--- src/rtl/cpu_pkg.sv ---
// Shared CPU front-end definitions: opcodes, condition codes, PC select
// encodings, sequencer states and PSR flag bit positions.
package cpu_pkg;

   localparam logic [3:0] OP_BCOND  = 4'hC;
   localparam logic [3:0] OP_EXT    = 4'h4;
   localparam logic [3:0] EXT_JCOND = 4'hC;
   localparam logic [3:0] EXT_JAL   = 4'h8;

   localparam logic [3:0] CC_EQ = 4'h0;
   localparam logic [3:0] CC_NE = 4'h1;
   localparam logic [3:0] CC_CS = 4'h2;
   localparam logic [3:0] CC_CC = 4'h3;
   localparam logic [3:0] CC_HI = 4'h4;
   localparam logic [3:0] CC_LS = 4'h5;
   localparam logic [3:0] CC_GT = 4'h6;
   localparam logic [3:0] CC_LE = 4'h7;
   localparam logic [3:0] CC_FS = 4'h8;
   localparam logic [3:0] CC_FC = 4'h9;
   localparam logic [3:0] CC_LO = 4'hA;
   localparam logic [3:0] CC_HS = 4'hB;
   localparam logic [3:0] CC_LT = 4'hC;
   localparam logic [3:0] CC_GE = 4'hD;
   localparam logic [3:0] CC_UC = 4'hE;

   localparam logic [1:0] SEL_DEFAULT = 2'b00;
   localparam logic [1:0] SEL_IMM     = 2'b01;
   localparam logic [1:0] SEL_MEM     = 2'b10;

   typedef enum logic [1:0] {
      IDLE  = 2'd0,
      FETCH = 2'd1,
      EXEC  = 2'd2,
      ADV   = 2'd3
   } seq_state_e;

   // PSR layout {C,L,F,Z,N}
   localparam int unsigned FLAG_N = 0;
   localparam int unsigned FLAG_Z = 1;
   localparam int unsigned FLAG_F = 2;
   localparam int unsigned FLAG_L = 3;
   localparam int unsigned FLAG_C = 4;

endpackage

--- src/rtl/cond_eval.sv ---
// Condition-code evaluator: decides whether a 4-bit condition holds for the
// current PSR flags. Shared by branch resolution and the ALU's Scond.
module cond_eval
   import cpu_pkg::*;
(
   input  logic [3:0] cond,
   input  logic [4:0] flags,
   output logic       taken
);

   // Map each condition code onto its flag predicate; 1111 never holds
   always_comb begin
      taken = 1'b0;
      case (cond)
         CC_EQ:   taken =  flags[FLAG_Z];
         CC_NE:   taken = !flags[FLAG_Z];
         CC_CS:   taken =  flags[FLAG_C];
         CC_CC:   taken = !flags[FLAG_C];
         CC_HI:   taken =  flags[FLAG_L];
         CC_LS:   taken = !flags[FLAG_L];
         CC_GT:   taken =  flags[FLAG_N];
         CC_LE:   taken = !flags[FLAG_N];
         CC_FS:   taken =  flags[FLAG_F];
         CC_FC:   taken = !flags[FLAG_F];
         CC_LO:   taken = !flags[FLAG_L] && !flags[FLAG_Z];
         CC_HS:   taken =  flags[FLAG_L] ||  flags[FLAG_Z];
         CC_LT:   taken = !flags[FLAG_N] && !flags[FLAG_Z];
         CC_GE:   taken =  flags[FLAG_N] ||  flags[FLAG_Z];
         CC_UC:   taken = 1'b1;
         default: taken = 1'b0;
      endcase
   end

endmodule

--- src/rtl/fetch_sequencer.sv ---
// Front-end fetch/decode/execute/advance controller. Captures each fetched
// word into the IR, resolves Bcond/Jcond/JAL on leaving EXEC and drives the
// PC control inputs for exactly one cycle in ADV.
module fetch_sequencer
   import cpu_pkg::*;
#(
   parameter int unsigned DW     = 16,
   parameter int unsigned DISP_W = 8
) (
   input  logic          clk,
   input  logic          rst,
   input  logic [DW-1:0] pc,
   output logic          fetch_req,
   input  logic [DW-1:0] instr,
   input  logic          instr_valid,
   input  logic [4:0]    flags,
   input  logic [DW-1:0] rtarget,
   input  logic          stall_in,
   output logic [DW-1:0] ir,
   output logic          ir_valid,
   output logic          pc_en,
   output logic [1:0]    pc_sel,
   output logic [DW-1:0] pc_imm,
   output logic [DW-1:0] pc_target,
   output logic          link_we,
   output logic [3:0]    link_addr,
   output logic [DW-1:0] link_val
);

   seq_state_e    state_q, state_d;
   logic [DW-1:0] ir_q;
   logic [1:0]    sel_q, sel_d;
   logic [DW-1:0] imm_q, imm_d;
   logic [DW-1:0] target_q, target_d;
   logic [DW-1:0] link_val_q, link_val_d;
   logic          jal_q, jal_d;

   logic          taken;
   logic          is_bcond, is_jcond, is_jal;
   logic [DW-1:0] disp_ext;

   assign is_bcond = (ir_q[15:12] == OP_BCOND);
   assign is_jcond = (ir_q[15:12] == OP_EXT) && (ir_q[7:4] == EXT_JCOND);
   assign is_jal   = (ir_q[15:12] == OP_EXT) && (ir_q[7:4] == EXT_JAL);
   assign disp_ext = {{(DW-DISP_W){ir_q[DISP_W-1]}}, ir_q[DISP_W-1:0]};

   cond_eval u_cond_eval (
      .cond  (ir_q[11:8]),
      .flags (flags),
      .taken (taken)
   );

   // State register; reset lands in IDLE from any state
   always_ff @(posedge clk or negedge rst) begin
      if (!rst) state_q <= IDLE;
      else      state_q <= state_d;
   end

   // Next-state: IDLE -> FETCH -> (valid) EXEC -> (no stall) ADV -> FETCH
   always_comb begin
      state_d = state_q;
      case (state_q)
         IDLE:    state_d = FETCH;
         FETCH:   if (instr_valid) state_d = EXEC;
         EXEC:    if (!stall_in) state_d = ADV;
         ADV:     state_d = FETCH;
         default: state_d = IDLE;
      endcase
   end

   // State-decoded strobes; all low in IDLE so reset clears them at once
   always_comb begin
      fetch_req = (state_q == FETCH);
      ir_valid  = (state_q == EXEC);
      pc_en     = (state_q == ADV);
      link_we   = (state_q == ADV) && jal_q;
   end

   // Next-PC decision from the IR and the flags/target seen this cycle
   always_comb begin
      sel_d      = SEL_DEFAULT;
      imm_d      = '0;
      target_d   = '0;
      link_val_d = '0;
      jal_d      = 1'b0;
      if (is_bcond) begin
         if (taken) begin
            sel_d = SEL_IMM;
            imm_d = disp_ext;
         end
      end else if (is_jcond) begin
         target_d = rtarget;
         if (taken) sel_d = SEL_MEM;
      end else if (is_jal) begin
         sel_d      = SEL_MEM;
         target_d   = rtarget;
         link_val_d = pc + DW'(1);
         jal_d      = 1'b1;
      end
   end

   // IR capture in FETCH; decision registered only on the EXEC exit cycle
   always_ff @(posedge clk or negedge rst) begin
      if (!rst) begin
         ir_q       <= '0;
         sel_q      <= SEL_DEFAULT;
         imm_q      <= '0;
         target_q   <= '0;
         link_val_q <= '0;
         jal_q      <= 1'b0;
      end else begin
         if (state_q == FETCH && instr_valid) ir_q <= instr;
         if (state_q == EXEC && !stall_in) begin
            sel_q      <= sel_d;
            imm_q      <= imm_d;
            target_q   <= target_d;
            link_val_q <= link_val_d;
            jal_q      <= jal_d;
         end
      end
   end

   assign ir        = ir_q;
   assign pc_sel    = sel_q;
   assign pc_imm    = imm_q;
   assign pc_target = target_q;
   assign link_val  = link_val_q;
   assign link_addr = ir_q[11:8];

endmodule

--- config.mk ---
export PLATFORM = sky130hd
export DESIGN_NAME = fetch_sequencer
export DESIGN_NICKNAME = d
export VERILOG_FILES = /design/src/rtl/cpu_pkg.sv /design/src/rtl/cond_eval.sv /design/src/rtl/fetch_sequencer.sv
export SDC_FILE = /design/constraint.sdc
export NUM_CORES = 1
export LEC_CHECK = 0
export CORE_MARGIN = 5
export CORE_UTILIZATION = 45
export CTS_BUF_LIST = sky130_fd_sc_hd__clkbuf_8
export DETAILED_ROUTE_END_ITERATION = 7
export MAX_ROUTING_LAYER = met4
export PLACE_DENSITY = 0.82
export SLEW_MARGIN = 20
export SYNTH_ARGS = -nofsm -noshare
export SYNTH_HDL_FRONTEND = slang
export SYNTH_SLANG_ARGS = --single-unit
export TNS_END_PERCENT = 50
--- constraint.sdc ---
create_clock -name clk -period 3.5 [get_ports clk]
set_clock_uncertainty 0.1 [all_clocks]
set_input_delay 0.7 -clock clk [delete_from_list [all_inputs] [get_ports clk]]
set_output_delay 0.7 -clock clk [all_outputs]
set_load 0.02 [all_outputs]
# After elaboration in Yosys (flattened, before gate mapping)
# Index checks and enable logic that the tools add are counted.
# W data, S select, Z words.
# word_totals
ff_bits,69
wordCells,70
in_bits,57
output_inout_bits,74
# classes
reduce_logical,19
n_addsub,1
eq_ne,23
mux,20
# ops
cell,n
$mux W16,8
$eq A4 B4 Y1 const B,10
$eq A4 B3 Y1 const B,5
$add A16 B1 Y16 const B,1
$pmux W1 S15,1
$mux W2,6
$eq A4 B2 Y1 const B,2
$logic_and A1 B1 Y1,7
$logic_not A1 Y1,6
$pmux W2 S3,1
$eq A2 B2 Y1 const B,2
$eq A4 B1 Y1 const B,1
$logic_not A4 Y1,1
$mux W1,4
$eq A2 B1 Y1 const B,1
$logic_not A2 Y1,1
$logic_or A1 B1 Y1,2
$ne A2 B1 Y1 const B,1
$ne A2 B2 Y1 const B,1
$reduce_and A2 Y1,1
$reduce_or A2 Y1,1

# Logic depth before layout (Yosys ltp)
# Gate-level depths: netlist (run 1).
# depth
ltp_word,6
mapped_depth,8
depth_no_buf,7

# Modules after synthesis
# From an unflattened synthesis (run 1), not the netlist that was laid out.
# hier_totals
hier_cells,250
hier_area_um2,2869.0
# by_module_without_submodules
module,cells_per_inst,seq_area_each_um2,n_inst,area_per_inst_um2
fetch_sequencer,225,1526.5,1,2688.8
cond_eval,25,0.0,1,180.2

# Worst setup path after synthesis (run 1)
# No wires, ideal clock.
# synth_path
kind,register to register
startpoint,register state_q[0]
endpoint,register ir_q[10] (netlist: ir[10])
setup_slack_ns,1.630
required_ns,3.275
n_path_buf,1
path_stages_with_launch,5
setup_ns,0.125
synth_period_minus_slack_ns,1.870
arrival_time_ns,1.645
path_cell_list,dfrtp_1 -> ha_1 -> nand2_1 -> clkbuf_1 -> mux2_2
# synth_between
elab_chain_len,2
# synth_rtl
item,line,text
start: declaration,fetch_sequencer.sv:30,"seq_state_e state_q, state_d;"
start signal: assignment,fetch_sequencer.sv:56,else state_q <= state_d;
$eq A2 B1 Y1,--,
named net fetch_req,fetch_sequencer.sv:13,"output logic fetch_req,"
$logic_and A1 B1 Y1,fetch_sequencer.sv:112,if (state_q == FETCH && instr_valid) ir_q <= instr;
end signal: assignment,fetch_sequencer.sv:112,
end: declaration,fetch_sequencer.sv:31,logic [DW-1:0] ir_q;
# The timed path passes the listed nets, and every way through them passes these cells.
# A chain may end at the register's enable or synchronous reset.

# Worst setup path in the final report (run 1)
# layout_path
startpoint,register state_q[0]
endpoint,output port link_we
# layout_between
elab_chain_len,2
# layout_rtl
item,line,text
$eq A2 B2 Y1,fetch_sequencer.sv:76,link_we = (state_q == ADV) && jal_q;
$logic_and A1 B1 Y1,fetch_sequencer.sv:76,
end: declaration,fetch_sequencer.sv:25,"output logic link_we,"
# Every way passes these cells.

==> results of run 1 <==
final cells by class:
| type | count | area (um2) |
|---|---|---|
| fillers | 495 | 1930 |
| flip-flops and latches | 61 | 1530 |
| repair buffers | 133 | 1320 |
| multi-input cells | 174 | 1180 |
| clock buffers | 9 | 124 |
| well taps | 77 | 96.3 |
| clock inverters | 7 | 75.1 |
| inverters | 8 | 30.0 |
final timing paths:
kind / to / slack [ns]
min reg2reg: link_val[13]$_DFFE_PN0P_ / 0.38
max: link_we / 0.99
min in group clk: link_val[13]$_DFFE_PN0P_ / 0.38
max reg2reg: pc_target[2]$_DFFE_PN0P_ / 1.51
max in group asynchronous: pc_sel[0]$_DFFE_PN0P_ / 2.36
min: pc_target[8]$_DFFE_PN0P_ / 0.21
where the power goes:
group          total, mW  internal [mW]  switching, mW
Combinational       1.17          0.590          0.584
Sequential          1.02          0.844          0.173
Clock              0.619          0.331          0.288
Total               2.81           1.76           1.05
kinds of logic (layout without fill, tap and decap cells):
logic type / Yosys count / in the layout
flip-flops: 61 / 61
AND/OR/NAND/NOR: 81 / 81
buffers and inverters: 32 / 157
XOR/XNOR: 16 / 16
AO/OA/AOI/OAI: 55 / 55
adder cells (fa/ha/maj): 5 / 5
multiplexers: 17 / 17
flip-flops by register name, indices dropped and copies added (netlist names):
signal,cells
link_val,16
jal_q,1
ir,16
pc_imm,8
pc_sel,2
state_q,2
pc_target,16
metrics by stage:
stage	setup WS, ns	utilization	cells	hold WS (ns)	power (mW)
2_1_floorplan	1.63	-	267	0.304	1.71
3_3_place_gp	1.02	0.661	453	0.357	2.18
3_5_place_dp	0.963	0.661	453	0.360	2.21
4_1_cts	0.970	0.693	469	0.212	2.83
5_1_grt	0.879	0.693	469	0.216	2.96
6_report	0.989	0.693	469	0.212	2.81
synthesized netlist by cell type, types with 4 or more instances:
cell type,instances
inv_1,8
a21oi_1,4
nand3_1,7
o21ai_0,8
nand2_1,43
xor2_1,10
nor3b_1,4
ha_1,5
nor2_1,4
dfrtp_1,61
o21ai_1,18
xnor2_1,6
mux2_2,16
a22o_1,16
clkbuf_1,6
and3_1,4
buf_4,14
metal layers:
metal / vias to the layer above / share of wire / global-route usage
li1: 1156 / - / -
met1: 1159 / 0.43 / 0.228
met2: 78 / 0.51 / 0.304
met3: 13 / 0.040 / 0.0309
met4: 0 / 0.025 / 0.0794
met5: - / 0 / -
cell usage in the layout, fill, tap and decap left out, types with 7 or more instances in the layout:
cell / n
o21ai_0: 8
mux2_2: 16
dfrtp_1: 61
clkdlybuf4s50_1: 129
inv_1: 8
nand2_1: 43
xor2_1: 10
clkbuf_8: 9
a22o_1: 16
o21ai_1: 18
nand3_1: 7
==> results by group, run 1 <==
Status
  – Status: finished, final reports clean

Layout
  – Diodes inserted: 0
  – Layout cell share with drive strength beyond 1: 0.105
  – Nets: 449
  – Post-layout instance area: 4350 um2
  – Area Overhead vs Synth: 51.0%

Clocking
  – Clk slew on worst S/H paths: approximately 0.070 ns
  – Worst skew pair latency: approximately 0.33 ns
  – Clock Tree Buf Depth: 2
  – H-tree depth: 3
  – Clock Root Buffer: clkbuf_8
  – Post-CTS Setup Bufs: 0
  – Hold_buf cts: 0
  – CTS tree: built
  – Num CTS Buffers: 9
  – # clock sinks: 61
  – CTS resizes: 0

Setup path
  – Req. time, crit path: about 2.7 ns
  – Buf/Inv on CP: 1
  – Crit. path cell count: 3
  – CP Cell Sequence: ha_1 > and2_1 > clkdlybuf4s50_1
  – CP startpoint: state_q[0]$_DFFE_PN0P_
  – Critical Path Fanout Max: 5
  – R2r startpoint: state_q[0]$_DFFE_PN0P_
  – Reg2Reg Depth: 5
  – CP Capture Type: primary output
  – Slowest stage cell, crit path: clkdlybuf4s50_1
  – Crit path launch type: flop
  – CP peak stage delay: about 0.6 ns
  – Worst path arrival time: 1.71 ns
  – Kind of critical path: reg -> out
  – CP top delay family: buffers and inverters

Die
  – # IOs: 131
  – Core Rows: 29
  – DIE WIDTH: 90.0 um
  – Initial Util: 0.459
  – Core box area: 6280 um2
  – Die Span Y: between 90 and 100 um
  – Die Area: 8100 um2

GRT
  – Initial antenna violation count: 0
  – Number of global-route vias before repair: between 2000 and 2500
  – Pin count of the biggest net entering global routing: 34
  – Grt total ovfl: 0
  – First-pass GRT wire length: 12.1 mm
  – Overall routing resource usage: 0.186

Timing
  – Hold Vio Cnt, Final: 0
  – Final Setup Violations: 0
  – Period utilisation layout: 0.717
  – Rel. slew slack: 0.537
  – Worst-Margin Slew: 0.694 ns
  – RSZ-0062 raised after global routing: false
  – Crit path time final: 2.51 ns
  – Final Max Slew Viols: 0
  – Setup tns final: 0 ns
  – Fmax achieved: 398 MHz

Synth
  – Count of cell types in the netlist: 43
  – Async S/R FF share, synth: 1.00
  – Avg Cell Area, Syn: approximately 11 um2
  – EDFF count, synth: 0
  – Share of the synthesized area in the top cell type: 0.530
  – Synth area leader: dfrtp_1
  – Register bit total from synthesis: 61
  – Sequential area share after synthesis: 0.530
  – Cell Area, Synth: 2880 um2
  – Post-synthesis simple-gate area fraction: 0.143
  – Main flop type after synthesis: dfrtp_1
  – Dominant cells by area after synthesis: dfrtp_1 (53%), mux2_2 (6.3%), nand2_1 (5.6%), a22o_1 (4.9%), buf_4 (3.6%)
  – Yosys Warn Count: 0
  – Adder-cell area share of the yosys netlist: 0.0217
  – Mapped Nets: 329
  – Main combinational cell family by area after synthesis: simple AND/OR/NAND/NOR gates
  – Synth Instances: between 200 and 300
  – Mux cell area share after synthesis: 0.0660
  – Complex-gate fraction of the synthesized area: 0.129
  – Synth Area in XOR/XNOR: 0.0487

Detailed routing
  – DRC violations left: 0
  – Drt total wl: between 7 and 8 mm
  – Final ANT Viol Nets: 0
  – Vias/cell: 5.13
  – Drt first pass iters: 4
  – DR iter-0 viols: 100
  – Avg WL per Cell: 15.8 um
  – DR vias: 2406

Place
  – HPWL Detailed: 5.61 mm
  – Final RePlAce weighted congestion: 0.825
  – PortBufs: between 100 and 150
  – Placed inst area: 4150 um2

Power and ir drop
  – Leakage: 1.82 nW
  – VDD IR-drop max: 0.000504 V
  – Cell Pwr Density: 646 nW/um2

Job
  – Total of max-cap violations: 0

Hold path
  – Min-delay worst type: in -> async
Note: power is estimated with default switching activity, not from simulation.
==> inputs of run 2 (changes only) <==
CORE_UTILIZATION = 43   (was 45)
PLACE_DENSITY = 0.79   (was 0.82)
clock period = 2.6 ns   (was 3.5 ns; I/O delays follow)
==> run 2 against run 1 <==
First-iteration DRC count is 8.0% lower; via count grew 2.0%; cell count up 0.43%; combinational power increased by 35%; power increased by 32%; non-clock buffer count increased by 2.
==> results by group, run 2 (synthesized netlist as in run 1, its figures left out) <==
Status
  – Status: finished, final reports clean (unchanged)

Clocking
  – CTS resizes: 0 (unchanged)
  – Post-CTS Setup Bufs: 0 (unchanged)
  – Clock Tree Buf Depth: 2 (unchanged)
  – Worst skew pair latency: 0.33 ns (about the same)
  – Num CTS Buffers: 9 (unchanged)
  – Hold_buf cts: 0 (unchanged)
  – CTS tree: built (unchanged)
  – Clock Root Buffer: clkbuf_8 (unchanged)
  – # clock sinks: 61 (unchanged)
  – H-tree depth: 3 (unchanged)
  – Clk slew on worst S/H paths: 0.07 ns (about the same)

GRT
  – Overall routing resource usage: 0.187 (was 0.186)
  – Number of global-route vias before repair: 2443 (was 2464)
  – Met3 global-route usage: 0.0434 (was 0.0309)
  – Initial antenna violation count: 0 (unchanged)
  – Pin count of the biggest net entering global routing: 35 (was 34)
  – Met2 usage: 0.305 (was 0.304)
  – Met1 global-route usage: 0.222 (was 0.228)
  – Busiest grt layer: met2 (unchanged)
  – First-pass GRT wire length: 12.1 mm (about the same)
  – Grt total ovfl: 0 (unchanged)

Die
  – Initial Util: 0.448 (was 0.459)
  – Die Area: 8440 um2 (was 8100 um2)
  – DIE WIDTH: 91.8 um (was 90.0 um)
  – Die Span Y: 91.8 um (was 90.0 um)
  – Core box area: 6420 um2 (was 6280 um2)
  – # IOs: 131 (unchanged)
  – Core Rows: 29 (unchanged)

Layout
  – Layout cell share with drive strength beyond 1: 0.107 (was 0.105)
  – FF+latch area: 1530 um2 (unchanged)
  – Final Non-Filler Cells: 471 (was 469)
  – Area Overhead vs Synth: 51.3% (was 51.0%)
  – Fill cells: 532 (was 495)
  – Area of the multi-input gates: 1180 um2 (unchanged)
  – Nets: 451 (was 449)
  – Final core occ: 0.678 (was 0.693)
  – Most common cell after layout, fill and taps aside: clkdlybuf4s50_1 (unchanged)
  – Diodes inserted: 0 (unchanged)
  – Most frequent cells in the layout: clkdlybuf4s50_1 (129), dfrtp_1 (61), nand2_1 (43), o21ai_1 (18) (unchanged)

Timing
  – Fmax achieved: 430 MHz
  – Setup ws final: 0.273 ns (was 0.989 ns)
  – Final Setup Violations: 0 (unchanged)
  – RSZ-0062 raised after global routing: false (unchanged)
  – Hold Vio Cnt, Final: 0 (unchanged)
  – Final hold slack: 0.124 ns (was 0.212 ns)
  – Rel. slew slack: 0.533 (was 0.537)
  – Crit path time final: between 2 and 2.5 ns
  – Final Max Slew Viols: 0 (unchanged)
  – Worst-Margin Slew: 0.701 ns (was 0.694 ns)
  – Setup tns final: 0 ns (unchanged)
  – Period utilisation layout: 0.895

Detailed routing
  – Drt total wl: 7.53 mm (was 7.42 mm)
  – Vias/cell: 5.21 (was 5.13)
  – Final ANT Viol Nets: 0 (unchanged)
  – Drt first pass iters: 4 (unchanged)
  – DR vias: 2453 (was 2406)
  – DR iter-0 viols: 92 (was 100)
  – DRC violations left: 0 (unchanged)
  – Avg WL per Cell: 16.0 um (was 15.8 um)

Setup path
  – CP Capture Type: primary output (unchanged)
  – Kind of critical path: reg -> out (unchanged)
  – Crit path launch type: flop (unchanged)
  – Worst path arrival time: 1.71 ns (about the same)
  – Req. time, crit path: 1.98 ns (was 2.70 ns)
  – Critical Path Fanout Max: 5 (unchanged)

Job
  – Total of max-cap violations: 0 (unchanged)

Place
  – Final RePlAce weighted congestion: 0.810 (was 0.825)
  – Setup Slack @ Placement: 0.227 ns (was 0.963 ns)
  – PortBufs: 130 (unchanged)
  – HPWL Detailed: 5.68 mm (was 5.61 mm)
  – Placed cell count: 455 (was 453)

Power and ir drop
  – Leakage: 1.84 nW (was 1.82 nW)
  – VDD IR-drop max: 0.000526 V (was 0.000504 V)
  – Cell Pwr Density: 850 nW/um2 (was 646 nW/um2)

Hold path
  – Min-delay worst type: in -> async (unchanged)
## run 2: cell count changes in the layout (fill, tap and decap cells not counted), sizes merged
cell      change
clkinv        +1
clkbuf        +2
buf           +2
clkinvlp      -2
bufinv        -1
## run 2: through the flow
step / cell area, um2 / power [mW]
2_1_floorplan: 2880 / 2.30
3_3_place_gp: 4180 / 2.95
3_5_place_dp: 4180 / 2.98
4_1_cts: 4360 / 3.74
5_1_grt: 4360 / 3.93
6_report: 4360 / 3.70
## run 2: power by group
part           internal (mW)  switching (mW)  leakage (nW)
Clock                  0.389           0.359        0.0963
Combinational          0.802           0.780         0.935
Sequential              1.14           0.237         0.811
Total                   2.33            1.38          1.84
## run 2: per-layer routing
layer  vias to the layer above  part of all wire
met1                      1188              0.43
li1                       1166                 -
met4                         0             0.024
met5                         -                 0
met3                        16             0.056
met2                        83              0.49
## run 2: cell type report
| class | count | share of cell area |
|---|---|---|
| Clock buffer | 11 | 0.0348 |
| Tap cell | 77 | 0.0221 |
| Multi-Input combinational cell | 174 | 0.271 |
| Clock inverter | 5 | 0.00603 |
| Sequential cell | 61 | 0.350 |
| Inverter | 8 | 0.00689 |
| Timing Repair Buffer | 135 | 0.309 |
## run 2: worst max-delay path, cell delays in order (launching register included)
cell	delay (ns)
dfrtp_1	0.43
inv_1	0.08
ha_1	0.23
clkdlybuf4s50_1	0.64
## run 2: final timing paths
kind / from / endpoint / slack, ns / depth (start not counted)
max: state_q[0]$_DFFE_PN0P_ / ir_valid / 0.27 / 3
min: rst / pc_target[11]$_DFFE_PN0P_ / 0.12 / 1
max reg2reg: ir[9]$_DFFE_PN0P_ / pc_imm[14]$_DFFE_PN0P_ / 0.65 / 5
min reg2reg: pc_imm[2]$_DFFE_PN0P_ / pc_imm[2]$_DFFE_PN0P_ / 0.38 / 2
max in group asynchronous: rst / ir[6]$_DFFE_PN0P_ / 1.65 / 2
min in group clk: pc_imm[2]$_DFFE_PN0P_ / pc_imm[2]$_DFFE_PN0P_ / 0.38 / 2
